## src/rtl/key_reset_sequencer.sv

```systemverilog
// key_reset_sequencer
//   Board front end for the DE1-SoC push buttons. It debounces the raw
//   active-low keys into clean levels with one-cycle press/release pulses,
//   and sequences an active-low reset for the core. The core reset is held
//   low for a fixed number of cycles after power-on reset or after the
//   manual reset key is released.
//
//   Optional feature macro: KEY_SYNC_EN
//     defined   -> each key goes through a two-flop synchronizer before the
//                  debouncer, which adds two cycles of latency.
//     undefined -> keys are sampled directly. Use this only when the stimulus
//                  is already synchronous to clock_50.
module key_reset_sequencer #(
  parameter int N_KEYS            = 4,
  parameter int DEBOUNCE_CYCLES   = 16,
  parameter int RESET_HOLD_CYCLES = 5,
  parameter int RESET_KEY         = 0
) (
  input  logic              clock_50,
  input  logic              reset,
  input  logic [N_KEYS-1:0] key_n,
  output logic [N_KEYS-1:0] key_level,
  output logic [N_KEYS-1:0] key_press,
  output logic [N_KEYS-1:0] key_release,
  output logic              rst_n_out,
  output logic              rst_done
);

  // Debounce counter counts 0..DEBOUNCE_CYCLES-1, so this width is enough.
  localparam int CW = $clog2(DEBOUNCE_CYCLES);
  // The hold counter needs at least one bit, even when the hold is 1 cycle.
  localparam int HW = (RESET_HOLD_CYCLES > 1) ? $clog2(RESET_HOLD_CYCLES) : 1;
  localparam logic [CW-1:0] CNT_LAST  = CW'(DEBOUNCE_CYCLES - 1);
  localparam logic [HW-1:0] HOLD_LAST = HW'(RESET_HOLD_CYCLES - 1);

  // Active-high "pressed" view of the raw pins.
  logic [N_KEYS-1:0] raw_s;
  // The sample that the debouncers actually see.
  logic [N_KEYS-1:0] samp_s;

  assign raw_s = ~key_n;

`ifdef KEY_SYNC_EN
  logic [N_KEYS-1:0] sync1_q;
  logic [N_KEYS-1:0] sync2_q;

  // Two-flop synchronizer. On reset it reads "released".
  always_ff @(posedge clock_50) begin
    if (reset) begin
      sync1_q <= '0;
      sync2_q <= '0;
    end else begin
      sync1_q <= raw_s;
      sync2_q <= sync1_q;
    end
  end

  assign samp_s = sync2_q;
`else
  assign samp_s = raw_s;
`endif

  // One independent debouncer per key channel.
  genvar gi;
  generate
    for (gi = 0; gi < N_KEYS; gi++) begin : gen_ch
      logic [CW-1:0] cnt_q;
      logic [CW-1:0] cnt_d;
      logic          stable_q;
      logic          stable_d;
      logic          press_q;
      logic          press_d;
      logic          rel_q;
      logic          rel_d;

      // Count consecutive samples that disagree with the accepted level.
      // Accept the new level on the DEBOUNCE_CYCLES-th such sample. Any
      // agreeing sample restarts the count, so short glitches are dropped.
      always_comb begin
        cnt_d    = cnt_q;
        stable_d = stable_q;
        press_d  = 1'b0;
        rel_d    = 1'b0;
        if (samp_s[gi] == stable_q) begin
          cnt_d = '0;
        end else if (cnt_q == CNT_LAST) begin
          stable_d = samp_s[gi];
          cnt_d    = '0;
          press_d  = samp_s[gi];
          rel_d    = ~samp_s[gi];
        end else begin
          cnt_d = cnt_q + 1'b1;
        end
      end

      // Channel state. Pulses are registered with the level, so each pulse
      // lands in the same cycle as the level change it marks.
      always_ff @(posedge clock_50) begin
        if (reset) begin
          cnt_q    <= '0;
          stable_q <= 1'b0;
          press_q  <= 1'b0;
          rel_q    <= 1'b0;
        end else begin
          cnt_q    <= cnt_d;
          stable_q <= stable_d;
          press_q  <= press_d;
          rel_q    <= rel_d;
        end
      end

      assign key_level[gi]   = stable_q;
      assign key_press[gi]   = press_q;
      assign key_release[gi] = rel_q;
    end
  endgenerate

  // Reset sequencer:
  //   HOLD   - core held in reset while the hold period counts down.
  //   RUN    - core released.
  //   KEYRST - manual reset key is down; core held in reset.
  typedef enum logic [1:0] {
    ST_HOLD   = 2'd0,
    ST_RUN    = 2'd1,
    ST_KEYRST = 2'd2
  } state_t;

  state_t        state_q;
  state_t        state_d;
  logic [HW-1:0] hold_q;
  logic [HW-1:0] hold_d;

  // Next-state logic. The hold counter is cleared whenever we are not in
  // HOLD, so every entry into HOLD gives a full hold period.
  always_comb begin
    state_d = state_q;
    hold_d  = hold_q;
    case (state_q)
      ST_HOLD: begin
        if (hold_q == HOLD_LAST) begin
          state_d = ST_RUN;
          hold_d  = '0;
        end else begin
          hold_d = hold_q + 1'b1;
        end
      end
      ST_RUN: begin
        hold_d = '0;
        if (key_level[RESET_KEY]) begin
          state_d = ST_KEYRST;
        end
      end
      ST_KEYRST: begin
        hold_d = '0;
        if (!key_level[RESET_KEY]) begin
          state_d = ST_HOLD;
        end
      end
      default: begin
        state_d = ST_HOLD;
        hold_d  = '0;
      end
    endcase
  end

  // Sequencer state register. Reset overrides everything, including KEYRST.
  always_ff @(posedge clock_50) begin
    if (reset) begin
      state_q <= ST_HOLD;
      hold_q  <= '0;
    end else begin
      state_q <= state_d;
      hold_q  <= hold_d;
    end
  end

  // Both reset outputs are decoded straight from the registered state, so
  // they are glitch-free.
  assign rst_n_out = (state_q == ST_RUN);
  assign rst_done  = (state_q == ST_RUN);

endmodule

```

## config.mk

```make
export PLATFORM = sky130hd
export DESIGN_NAME = key_reset_sequencer
export DESIGN_NICKNAME = d
export VERILOG_FILES = /design/src/rtl/key_reset_sequencer.sv
export SDC_FILE = /design/constraint.sdc
export NUM_CORES = 1
export LEC_CHECK = 0
export ABC_AREA = 1
export BUFFER_PORTS_ARGS = -buffer_cell sky130_fd_sc_hd__buf_4
export CORE_UTILIZATION = 40
export CTS_CLUSTER_SIZE = 25
export DETAILED_ROUTE_END_ITERATION = 6
export GPL_TIMING_DRIVEN = 0
export PLACE_DENSITY_LB_ADDON = 0.05
export SLEW_MARGIN = 10
export SYNTH_ARGS = -nofsm -noshare
export SYNTH_HDL_FRONTEND = slang
export SYNTH_SLANG_ARGS = --single-unit
```

## constraint.sdc

```tcl
create_clock -name clock_50 -period 0.9 [get_ports clock_50]
set_input_delay 0.18 -clock clock_50 [delete_from_list [all_inputs] [get_ports clock_50]]
set_output_delay 0.18 -clock clock_50 [all_outputs]
set_load 0.005 [all_outputs]
```

==> results.md <==
- Status: complete, but fails checks
- Failing checks: setup timing
- ANT cells: 0
- Power share of the clock group: 30.0%
- Avg Cell Area, Syn: 7.90 um^2
- Synth-to-Final Area Change: 52.4%
- Die H: 60.4 um
- Maxcap violations: 0
- Startpoint types: register
- Clock skew: 10.3 ps
- Final setup fails: 33
- Switching power total: 0.701 mW
- First-pass GRT wire length: 4580 um
- Worst setup path class: register to output pin
- Register bit total from synthesis: 33
- Initial antenna violation count: 0
- Sequential power share: 57.7%
- Dpl hpwl: 1770 um
- All-Layer GR Usage: 17.2%
- Final Max Tran Viols: 0
- PnR worst setup slack: -270 ps
- Global route overflow: 0
- Async set or reset register ratio after synthesis: 0%
- Pre-CTS setup slack: -99.0 ps
- Ports: 20
- Relative slew slack: 83.9%
- Top cells by area, synth: dfxtp_1 (48%), nand2_1 (8.5%), nor2_1 (8.0%)
- CP Data Required Time: 720 ps
- Site Rows: 20
- Die Width: 60.4 um
- Vias per cell: 4.54
- Clk pin slew, worst setup/hold paths: 100 ps
- Crit path arrival time: 990 ps
- WL final: 2870 um
- Vias in the first global route: 1145
- Synth Instances: 173
- Final nets: 226
- Worst VDD drop: 0.909 mV
- Register area share after synthesis: 48.4%
- Clock Tree Buf Depth: 2
- Post-Syn Area: 1370 um^2
- Min Tclk post-route: 1170 ps
- Placed Area: 1620 um^2
- Highest clock rate: 855 MHz
- Core area: 3150 um^2
- Initial Utilization: 43.3%
- Placer Congestion: 0.681
- Hold crit path type: input pin to register
- Pint: 1.98 mW
- Period utilization: 130%
- Port bufs: 19
- DR pass1 iterations: 6
- Most instantiated library cell after synthesis: dfxtp_1
- Post-route ant nets: 0
- PwrDens: 1290 nW/um^2
- Largest net degree at the start of global routing: 11
- Top cells by count, synth: dfxtp_1 (33), nand2_1 (31), nor2_1 (29), inv_1 (23), buf_4 (13)
- Hold Vio Cnt, Final: 0
- Yosys top cell area share: 48.4%
- CTS tree: built
- Yosys cell types: 16
- Leakage: 0.888 nW
- Comb pwr share: 12.3%
- Primary FF master, synth: dfxtp_1
- Leading area contributor after synthesis: dfxtp_1
- Unrepaired setup endpoints after global routing: yes
- Htree depth: 2
- Synth Net Count: 185
- Setup crit end kind: output pin
- Worst slew pin tran: 242 ps
- Number of enable flip-flop cells after synthesis: 0
- CP max FO: 3
- Ys Warns: 0
- Clk root buf: clkbuf_4
- Layout cells sized above 1: 53.0%
- Routed len/inst: 11.1 um
- 1st-iter DRT viols: 49
- Routed via count: 1177
- Clock Latency Late Sink: 340 ps
- Clock sinks: 33
- Total CTS buffers: 5
- Final Cell Area: 2080 um^2
- DRC violations left: 0
- Die area: 3650 um^2
- Sw Share: 26.2%
layer usage:
| layer | vias up | wire [um] | global-route usage [%] |
|---|---|---|---|
| li1 | 616 | - | - |
| met1 | 544 | 1160 | 17.7 |
| met2 | 13 | 1580 | 30.9 |
| met3 | 4 | 88 | 7.68 |
| met4 | 0 | 44 | 5.84 |
| met5 | - | 0 | 0 |
state kept, by name (all words and copies together) (netlist names):
name and count:
gen_ch.cnt_q 16, gen_ch.stable_q 4, state_q 2, gen_ch.rel_q 4
hold_q 3, gen_ch.press_q 4
worst max-delay path, stage by stage (launching register included):
cell	delay, ps
dfxtp_2	350
nor2_4	130
buf_6	100
buf_6	80
area by class of cell:
cell class / instances / area (um^2)
Multi-Input combinational cell: 102 / 741
Tap cell: 44 / 55.1
Fill cell: 266 / 1070
Sequential cell: 33 / 694
Buffer: 3 / 33.8
Clock buffer: 6 / 41.3
Inverter: 24 / 95.1
Clock inverter: 2 / 10.0
Timing Repair Buffer: 45 / 412
placed cells by master, fill, tap and decap left out, types with 2 or more instances in the layout:
cell           synthesis  layout
nand2_1               31      24
nand3_1               12       5
nand4_1                8       8
nor3_1                10       3
nand3_2                1       2
inv_1                 23      18
dfxtp_2                0      24
inv_4                  0       2
buf_6                  1      20
buf_4                 13      24
nand2_4                0       2
dlygate4sd3_1          0       4
inv_2                  1       4
clkbuf_4               0       5
nor3_2                 0       7
nor2_4                 0       2
ha_4                   0       5
clkinv_2               0       2
nand2_2                0       5
nor2_1                29      26
dfxtp_1               33       8
nand3_4                0       6
through the flow:
stage	hold WS, ps	utilization (%)	TNS [ps]	power, mW	std cells
CTS	1.01	59.0	-1960	2.64	248
finish	31.1	66.0	-2210	2.68	259
detailed placement	371	51.5	-1340	1.78	236
global route	10.8	66.0	-4460	2.83	259
floorplan	249	-	0	1.71	173
global placement	368	51.5	-702	1.76	236
final timing paths:
check	from	end	slack (ps)	depth (start not counted)
hold reg to reg	hold_q[0]$_SDFF_PP0_	hold_q[0]$_SDFF_PP0_	430	1
setup / recovery	state_q[1]$_SDFFE_PP0P_	rst_n_out	-270	3
hold / removal	key_n[1]	gen_ch[1].press_q$_SDFF_PP0_	30	2
setup reg to reg	state_q[1]$_SDFFE_PP0P_	state_q[0]$_SDFFE_PP0P_	-100	6
power by group through the flow:
stage / clock network (mW) / registers [mW] / logic [mW]
after floorplan: 0 / 1.57 / 0.134
after global placement: 0 / 1.57 / 0.184
after detailed placement: 0 / 1.58 / 0.202
after CTS: 0.823 / 1.54 / 0.277
after global routing: 0.899 / 1.55 / 0.377
final: 0.803 / 1.55 / 0.328
timing repair:
action / CTS / global route
pin swaps: 10 / 20
setup endpoints to repair: 38 / 42
hold endpoints to repair: 2 / 3
gates resized for setup: 44 / 37
setup buffers: 13 / 9
hold buffers: 2 / 2
kinds of logic after synthesis:
logic type | Yosys count | share of synthesized area [%]
simple gates | 93 | 29.9
buf+inv | 38 | 14.6
flops | 33 | 48.4
fa+ha+maj | 6 | 5.49
xor+xnor | 2 | 1.28
compound gates | 1 | 0.366
Power figures use the tool's default switching activity.
